===== config.mk =====
export PLATFORM = sky130hd
export DESIGN_NAME = ram_arbiter
export DESIGN_NICKNAME = d
export VERILOG_FILES = /design/src/rtl/ram_arbiter.sv
export SDC_FILE = /design/constraint.sdc
export NUM_CORES = 1
export LEC_CHECK = 0
export ABC_AREA = 1
export BUFFER_PORTS_ARGS = -buffer_cell sky130_fd_sc_hd__buf_2
export CAP_MARGIN = 30
export CELL_PAD_IN_SITES_DETAIL_PLACEMENT = 1
export CELL_PAD_IN_SITES_GLOBAL_PLACEMENT = 1
export CORE_UTILIZATION = 33
export DETAILED_ROUTE_END_ITERATION = 8
export PLACE_DENSITY_LB_ADDON = 0.1
export REMOVE_ABC_BUFFERS = 1
export SETUP_SLACK_MARGIN = 0.3
export SYNTH_ARGS = -nofsm -noshare
export SYNTH_HDL_FRONTEND = slang
export SYNTH_SLANG_ARGS = --single-unit
export TNS_END_PERCENT = 5

===== constraint.sdc =====
create_clock -name clock -period 3.5 [get_ports clock]
set_clock_uncertainty 0.15 [all_clocks]
set_input_delay 0.525 -clock clock [delete_from_list [all_inputs] [get_ports clock]]
set_output_delay 0.525 -clock clock [all_outputs]
set_load 0.1 [all_outputs]

===== src/rtl/ram_arbiter.sv =====
`default_nettype none
`timescale 1ns/1ps
// ============================================================================
// Module      : ram_arbiter
// Description : Round-robin CPU/DMA arbiter for the single-port main memory,
//               with a bounded DMA burst lock and registered RAM strobes.
// Revision    : 1.0 - initial release
// ============================================================================
module ram_arbiter #(
    parameter int ADDR_W   = 10,
    parameter int DATA_W   = 8,
    parameter int LOCK_MAX = 4
) (
    input  logic              clock,
    input  logic              reset,
    input  logic              cpu_req,
    input  logic              cpu_we,
    input  logic [ADDR_W-1:0] cpu_addr,
    input  logic [DATA_W-1:0] cpu_wdata,
    output logic              cpu_gnt,
    output logic              cpu_rvalid,
    output logic [DATA_W-1:0] cpu_rdata,
    input  logic              dma_req,
    input  logic              dma_we,
    input  logic [ADDR_W-1:0] dma_addr,
    input  logic [DATA_W-1:0] dma_wdata,
    input  logic              dma_lock,
    output logic              dma_gnt,
    output logic              dma_rvalid,
    output logic [DATA_W-1:0] dma_rdata,
    output logic              ram_en,
    output logic              ram_we,
    output logic [ADDR_W-1:0] ram_addr,
    output logic [DATA_W-1:0] ram_wdata,
    input  logic [DATA_W-1:0] ram_rdata
);

    typedef enum logic [0:0] {
        S_IDLE   = 1'b0,
        S_ACCESS = 1'b1
    } state_t;

    localparam logic [3:0] c_LOCK_MAX = 4'(LOCK_MAX);

    state_t            r_state;
    state_t            w_state_nxt;
    logic              r_ram_en,     w_ram_en_nxt;
    logic              r_ram_we,     w_ram_we_nxt;
    logic [ADDR_W-1:0] r_ram_addr,   w_ram_addr_nxt;
    logic [DATA_W-1:0] r_ram_wdata,  w_ram_wdata_nxt;
    logic              r_cpu_gnt,    w_cpu_gnt_nxt;
    logic              r_dma_gnt,    w_dma_gnt_nxt;
    logic              r_cpu_rvalid, w_cpu_rvalid_nxt;
    logic              r_dma_rvalid, w_dma_rvalid_nxt;
    logic [DATA_W-1:0] r_cpu_rdata,  w_cpu_rdata_nxt;
    logic [DATA_W-1:0] r_dma_rdata,  w_dma_rdata_nxt;
    logic              r_win_dma,    w_win_dma_nxt;
    logic              r_ptr_dma,    w_ptr_dma_nxt;
    logic [3:0]        r_lock_cnt,   w_lock_cnt_nxt;

    logic              w_dma_wins;
    logic [3:0]        w_lock_inc;

    assign w_dma_wins = dma_req && (!cpu_req || r_ptr_dma);
    // Saturating so an uncontended DMA lock can run forever without wrapping
    assign w_lock_inc = (r_lock_cnt >= c_LOCK_MAX) ? c_LOCK_MAX : r_lock_cnt + 4'd1;

    always_ff @(posedge clock) begin
        if (reset) begin
            r_state      <= S_IDLE;
            r_ram_en     <= 1'b0;
            r_ram_we     <= 1'b0;
            r_ram_addr   <= '0;
            r_ram_wdata  <= '0;
            r_cpu_gnt    <= 1'b0;
            r_dma_gnt    <= 1'b0;
            r_cpu_rvalid <= 1'b0;
            r_dma_rvalid <= 1'b0;
            r_cpu_rdata  <= '0;
            r_dma_rdata  <= '0;
            r_win_dma    <= 1'b0;
            r_ptr_dma    <= 1'b0;
            r_lock_cnt   <= 4'd0;
        end else begin
            r_state      <= w_state_nxt;
            r_ram_en     <= w_ram_en_nxt;
            r_ram_we     <= w_ram_we_nxt;
            r_ram_addr   <= w_ram_addr_nxt;
            r_ram_wdata  <= w_ram_wdata_nxt;
            r_cpu_gnt    <= w_cpu_gnt_nxt;
            r_dma_gnt    <= w_dma_gnt_nxt;
            r_cpu_rvalid <= w_cpu_rvalid_nxt;
            r_dma_rvalid <= w_dma_rvalid_nxt;
            r_cpu_rdata  <= w_cpu_rdata_nxt;
            r_dma_rdata  <= w_dma_rdata_nxt;
            r_win_dma    <= w_win_dma_nxt;
            r_ptr_dma    <= w_ptr_dma_nxt;
            r_lock_cnt   <= w_lock_cnt_nxt;
        end
    end

    always_comb begin
        w_state_nxt      = r_state;
        w_ram_en_nxt     = 1'b0;
        w_ram_we_nxt     = 1'b0;
        w_ram_addr_nxt   = r_ram_addr;
        w_ram_wdata_nxt  = r_ram_wdata;
        w_cpu_gnt_nxt    = 1'b0;
        w_dma_gnt_nxt    = 1'b0;
        w_cpu_rvalid_nxt = 1'b0;
        w_dma_rvalid_nxt = 1'b0;
        w_cpu_rdata_nxt  = r_cpu_rdata;
        w_dma_rdata_nxt  = r_dma_rdata;
        w_win_dma_nxt    = r_win_dma;
        w_ptr_dma_nxt    = r_ptr_dma;
        w_lock_cnt_nxt   = r_lock_cnt;

        case (r_state)
            S_IDLE: begin
                if (cpu_req || dma_req) begin
                    w_state_nxt   = S_ACCESS;
                    w_ram_en_nxt  = 1'b1;
                    w_win_dma_nxt = w_dma_wins;
                    if (w_dma_wins) begin
                        w_ram_we_nxt    = dma_we;
                        w_ram_addr_nxt  = dma_addr;
                        w_ram_wdata_nxt = dma_wdata;
                        w_dma_gnt_nxt   = 1'b1;
                        if (dma_lock) begin
                            // Hand priority back once the CPU has waited out the burst bound
                            if ((w_lock_inc == c_LOCK_MAX) && cpu_req) begin
                                w_ptr_dma_nxt  = 1'b0;
                                w_lock_cnt_nxt = 4'd0;
                            end else begin
                                w_ptr_dma_nxt  = 1'b1;
                                w_lock_cnt_nxt = w_lock_inc;
                            end
                        end else begin
                            w_ptr_dma_nxt  = 1'b0;
                            w_lock_cnt_nxt = 4'd0;
                        end
                    end else begin
                        w_ram_we_nxt    = cpu_we;
                        w_ram_addr_nxt  = cpu_addr;
                        w_ram_wdata_nxt = cpu_wdata;
                        w_cpu_gnt_nxt   = 1'b1;
                        w_ptr_dma_nxt   = 1'b1;
                        w_lock_cnt_nxt  = 4'd0;
                    end
                end
            end
            S_ACCESS: begin
                w_state_nxt = S_IDLE;
                if (!r_ram_we) begin
                    if (r_win_dma) begin
                        w_dma_rdata_nxt  = ram_rdata;
                        w_dma_rvalid_nxt = 1'b1;
                    end else begin
                        w_cpu_rdata_nxt  = ram_rdata;
                        w_cpu_rvalid_nxt = 1'b1;
                    end
                end
            end
            default: w_state_nxt = S_IDLE;
        endcase
    end

    assign cpu_gnt    = r_cpu_gnt;
    assign cpu_rvalid = r_cpu_rvalid;
    assign cpu_rdata  = r_cpu_rdata;
    assign dma_gnt    = r_dma_gnt;
    assign dma_rvalid = r_dma_rvalid;
    assign dma_rdata  = r_dma_rdata;
    assign ram_en     = r_ram_en;
    assign ram_we     = r_ram_we;
    assign ram_addr   = r_ram_addr;
    assign ram_wdata  = r_ram_wdata;

endmodule
`default_nettype wire


==> results.py, run 1 <==
metrics = {
    "outcome": {
        "status": "complete, no violations",
    },
    "layout": {
        "final_core_util": 0.4599,
        "nets": 368,
        "fill_cells": 703,
        "postLayoutCellArea_um2": 2409,
        "area.growth.synth_to_final_pct": 31.40,
        "antenna_cells": 0,
        "multiInputGateArea_um2": 764.5,
        "seq_area_um2": 920.9,
        "drive_gt1_frac": 0.3375,
    },
    "clocking": {
        "cts_setup_buffers": 0,
        "cts_resized": 0,
        "cts_buffers": 5,
        "cts_root_buffer": "clkbuf_8",
        "clock_latency_ns": 0.30,
        "cts_tree": "built",
        "cts_hold_buf": 0,
        "ctsHtreeMaxLevel": 2,
        "cts_buffer_depth": 2,
        "path_clk_slew_ns": 0.09,
        "clkSinkCount": 46,
    },
    "route": {
        "ant_nets": 0,
        "drc": 0,
        "drtIter0Drc": 60,
        "via_count": 1854,
        "routed_wl_um": 4785,
        "wire_per_inst_um": 12.36,
        "drt-pass1-iter-count": 4,
        "avgViaCountPerCell": 4.791,
    },
    "global_routing": {
        "antenna_found_initial": 0,
        "grt_pass1_wl_um": 8121,
        "grt_pass1_vias": 1804,
        "grt_max_degree": 41,
        "grt_usage": 0.1711,
        "gr-total-overflow": 0,
    },
    "die": {
        "dieHeight_um": 76.53,
        "rows": 26,
        "initial_core_util": 0.3500,
        "pin_count": 91,
        "die-area_um2": 5857,
        "die-width_um": 76.53,
        "fp.coreArea_um2": 5238,
    },
    "timing": {
        "worst_slack_ns": 1.597,
        "max_slew.worst_pin.slew_ns": 0.7328,
        "finalSetupTns_ns": 0,
        "rsz0062_at_grt": "false",
        "fmax_mhz": 525.4,
        "hold_viol": 0,
        "slew_headroom": 0.5085,
        "final-max-slew-violation-count": 0,
        "hold_ws_ns": 0.2617,
        "setup_viol": 0,
        "fin_crit_ns": 1.903,
        "period_share": 0.5438,
    },
    "hold_path": {
        "hp-class": "input pin to register",
    },
    "pwr": {
        "powerDensity_nw_per_um2": 613.1,
        "leakage_nw": 1.165,
        "irDropWorstVdd_uv": 230.8,
    },
    "synthesis": {
        "synthArstFlopShare": 0,
        "synth_edf_count": 0,
        "yosys-top-cells-count": "nand2_1, dfxtp_1, nor2_1",
        "syn_area_per_cell_um2": 7.901,
        "ys_ff_latch": 46,
        "synth_area_um2": 1833,
        "synth.most_common_cell": "nand2_1",
        "synthDistinctLibCells": 26,
        "synth_cells": 232,
        "netlist.top_cell.by_area": "dfxtp_1",
        "synthFlopType": "dfxtp_1",
        "yosys_warnings": 0,
        "synth.top_cell.area_share": 0.5024,
        "yosysSeqAreaShare": 0.5024,
        "synthTopCellsByArea": "dfxtp_1, nand2_1, a31oi_1",
    },
    "setup_path": {
        "crit_fanout": 29,
        "start_kind": "input pin",
        "critPathKind": "input pin to register",
        "arrival_ns": 1.96,
        "worst_setup_path_end_kind": "register",
        "required_ns": 3.55,
    },
    "placement": {
        "pre_cts_ws_ns": 1.216,
        "gp_congestion": 0.7293,
        "place_area_um2": 2271,
        "hpwlAfterDp_um": 3464,
        "portBuffers": 90,
    },
    "job": {
        "cap_violations": 0,
    },
}
[critical path, cell delays in order]
cell	delay (ns)
buf_2	0.29
clkinv_1	0.67
nand2_1	0.29
inv_1	0.07
nand2_1	0.06
nand2_1	0.04
[cell families after synthesis]
family                     count (synthesis)  share of synthesized area
AOI/OAI and AO/OA                         59                     0.1795
adders and majority gates                  1                   0.006825
buffers and inverters                     25                    0.08055
DFF                                       46                     0.5024
and+or+nand+nor                          101                     0.2307
[worst paths after layout]
path	start	slack, ns	depth (start not counted)	endpoint
max	reset	1.60	6	ram_we
min	cpu_we	0.26	3	ram_we
max reg2reg	r_win_dma	1.91	5	cpu_rdata[5]
min reg2reg	dma_rdata[7]	0.32	2	dma_rdata[7]
[stage by stage]
| stage | total power, mW | std cells |
|---|---|---|
| 2_1_floorplan | 0.9287 | 219 |
| 3_3_place_gp | 1.023 | 379 |
| 3_5_place_dp | 1.024 | 379 |
| 4_1_cts | 1.494 | 387 |
| 5_1_grt | 1.542 | 387 |
| 6_report | 1.477 | 387 |
[cells in the final DEF, fill, tap and decap left out, drive strengths merged, types with 5 or more instances in the layout]
cell type / synthesis / layout
nand2: 59 / 59
nor2: 25 / 25
a31oi: 18 / 18
buf: 11 / 90
inv: 11 / 11
a21oi: 12 / 12
dfxtp: 46 / 46
nand3: 13 / 13
clkbuf: 2 / 5
o21ai: 29 / 29
[flip-flops by register name (all words and copies together) (netlist names), 4 cells and up]
name        flops
cpu_rdata       8
dma_rdata       8
r_lock_cnt      4
ram_addr       10
ram_wdata       8
[per-layer routing]
layer	up-vias	GRT usage	share of wire
li1	947	-	-
met1	832	0.2053	0.45
met2	68	0.2937	0.46
met3	7	0.04431	0.066
met4	0	0.05962	0.016
met5	-	0	0
[final cells by class]
cell class,instances,share of cell area
clock buffer,5,0.02857
clock inverter,3,0.02857
inverter,12,0.01974
multi-input combinational,161,0.3174
sequential,46,0.3823
tap,70,0.03636
timing repair buffer,90,0.1870
[power breakdown]
group	internal, mW	switching, mW	total (mW)
clock	0.286	0.182	0.468
combinational	0.0756	0.352	0.427
sequential	0.561	0.0206	0.582
total	0.923	0.554	1.48
No activity file was read; power rests on OpenSTA's default activity.
==> run 2: changes to the inputs <==
CORE_UTILIZATION = 31   (was 33)
clock period = 1.8 ns   (was 3.5 ns; I/O delays follow)
==> run 2 against run 1 <==
Compared with the run above: core utilization down 2.5 points; clock power grew 66%; sequential power up 94%; non-clock buffer count up 6; global-route usage fell by 0.16 points; via count up 2.0%; register-to-register slack got worse by 1.5 ns; total power rose by 87%; setup slack got worse by 1.3 ns; clock-buffer cell count unchanged; largest cell class unchanged.
==> results.py, run 2 (synthesized netlist as in run 1, its figures left out) <==
metrics = {
    "die": {
        "die-width_um": 78.90,
        "initial_core_util": 0.3269,
        "pin_count": 91,
        "dieHeight_um": 78.90,
        "rows": 27,
        "fp.coreArea_um2": 5608,
        "die-area_um2": 6224,
    },
    "setup_path": {
        "arrival_ns": 1.08,
        "worst_setup_path_end_kind": "output port",
        "max_stage_delay_ns": 0.44,
        "r2r_end": "dma_rdata[5]",
        "cp_cell_sequence": "buf_2",
        "reg2reg_from": "r_state",
        "ff2ff_path_depth": 5,
        "cp_num_buf_inv": 1,
        "start_kind": "register",
        "crit_fanout": 2,
        "slowest_stage": "buf_2",
        "required_ns": 1.38,
        "cpLargestDelayFamily": "buffers and inverters",
        "reg2reg_slack_ns": 0.38,
        "critPathKind": "register to output port",
    },
    "hold_path": {
        "holdPathEnd": "ram_we",
        "min_path_cells": 3,
        "hp-class": "input pin to register",
        "worstHoldStart": "cpu_we",
    },
    "timing": {
        "fmax_mhz": 665.8,
        "max_slew.worst_pin.slew_ns": 0.5044,
        "fin_crit_ns": 1.502,
        "hold_viol": 0,
        "setup_viol": 0,
        "final-max-slew-violation-count": 0,
        "period_share": 0.8344,
        "slew_headroom": 0.6660,
        "rsz0062_at_grt": "true",
        "hold_ws_ns": 0.02547,
        "worst_slack_ns": 0.2980,
    },
    "route": {
        "routed_wl_um": 5225,
        "drtIter0Drc": 103,
        "ant_nets": 0,
        "wl_met2_um": 2614,
        "avgViaCountPerCell": 4.787,
        "drt-pass1-iter-count": 4,
        "drc": 0,
        "wl_met3_um": 230,
        "wl_met1_um": 2361,
        "via_count": 1891,
        "highest_layer": "met4",
        "wire_per_inst_um": 13.23,
    },
    "pwr": {
        "p_total_mw": 2.757,
        "irDropWorstVdd_uv": 454.2,
        "powerDensity_nw_per_um2": 1130,
        "leakage_nw": 1.175,
    },
    "global_routing": {
        "grt_usage": 0.1695,
        "antenna_found_initial": 0,
        "gr-total-overflow": 0,
        "grt_pass1_wl_um": 8349,
        "grt_max_degree": 41,
        "grt_pass1_vias": 1810,
    },
    "placement": {
        "hpwlAfterDp_um": 3927,
        "dp_cells": 387,
        "gp_congestion": 0.7318,
        "portBuffers": 90,
        "pre_cts_ws_ns": 0.4054,
    },
    "layout": {
        "drive_gt1_frac": 0.3498,
        "fill_cells": 765,
        "antenna_cells": 0,
        "largest_reg_flops": 10,
        "final_core_util": 0.4351,
        "area.growth.synth_to_final_pct": 33.11,
        "final_common_cell": "buf_2",
        "nets": 374,
        "layout.cells.non_filler": 395,
        "seq_area_um2": 920.9,
        "final_cell_mix": "buf_2, nand2_1, dfxtp_1",
        "multiInputGateArea_um2": 764.5,
    },
    "clocking": {
        "cts_hold_buf": 0,
        "clkSinkCount": 46,
        "cts_root_buffer": "clkbuf_8",
        "ctsHtreeMaxLevel": 2,
        "cts_tree": "built",
        "cts_buffers": 5,
        "path_clk_slew_ns": 0.09,
        "clock_latency_ns": 0.29,
        "cts_setup_buffers": 0,
        "cts_buffer_depth": 2,
    },
    "job": {
        "cap_violations": 0,
    },
    "outcome": {
        "status": "complete, no violations",
    },
}
## run 2: worst max-delay path by stage
| stage | from | endpoint | slack (ns) | cells after the start |
|---|---|---|---|---|
| 2_1_floorplan | r_state | dma_rdata[0] | -0.15 | 5 |
| 3_3_place_gp | cpu_req | r_lock_cnt[0] | 0.47 | 6 |
| 3_5_place_dp | r_state | dma_rdata[5] | 0.41 | 5 |
| 4_1_cts | ram_we | ram_we | 0.27 | 1 |
| 5_1_grt | cpu_rdata[6] | cpu_rdata[6] | 0.26 | 1 |
| 6_report | cpu_rdata[0] | cpu_rdata[0] | 0.30 | 1 |
## run 2: routing by layer
| layer | GRT usage | up-vias |
|---|---|---|
| met5 | 0 | - |
| met3 | 0.03333 | 2 |
| met1 | 0.2145 | 890 |
| met4 | 0.05091 | 0 |
| met2 | 0.2904 | 42 |
| li1 | - | 957 |
## run 2: report_power, final
group	total [mW]	switching, mW	leakage (nW)	internal, mW
registers	1.13	0.0366	0.378	1.09
clock network	0.775	0.362	0.0504	0.413
logic	0.855	0.694	0.746	0.161
## run 2: cell type report
cell class                      count  share of cell area
Clock buffer                        5             0.02821
Clock inverter                      3             0.01846
Inverter                           12             0.01949
Multi-Input combinational cell    161              0.3133
Sequential cell                    46              0.3774
Tap cell                           72             0.03692
Timing Repair Buffer               96              0.2062
## run 2: repair_timing
action / 4_1_cts / 5_1_grt
gates resized for setup: 1 / 2
gates cloned: 0 / 0
setup endpoints to repair: 11 / 40
## run 2: stage by stage
step	instance area [um2]	TNS (ns)
finish	2440	0
global placement	2318	0
floorplan	1733	-3.642
CTS	2435	0
detailed placement	2318	0
global route	2440	0
## run 2: worst reg2reg max path: cells and delay by family (launching register included)
kind,cells,cell delay (ns)
AND/OR/NAND/NOR,3,0.63
flip-flops,1,0.39
AO/OA/AOI/OAI,1,0.07
buffers and inverters,1,0.08
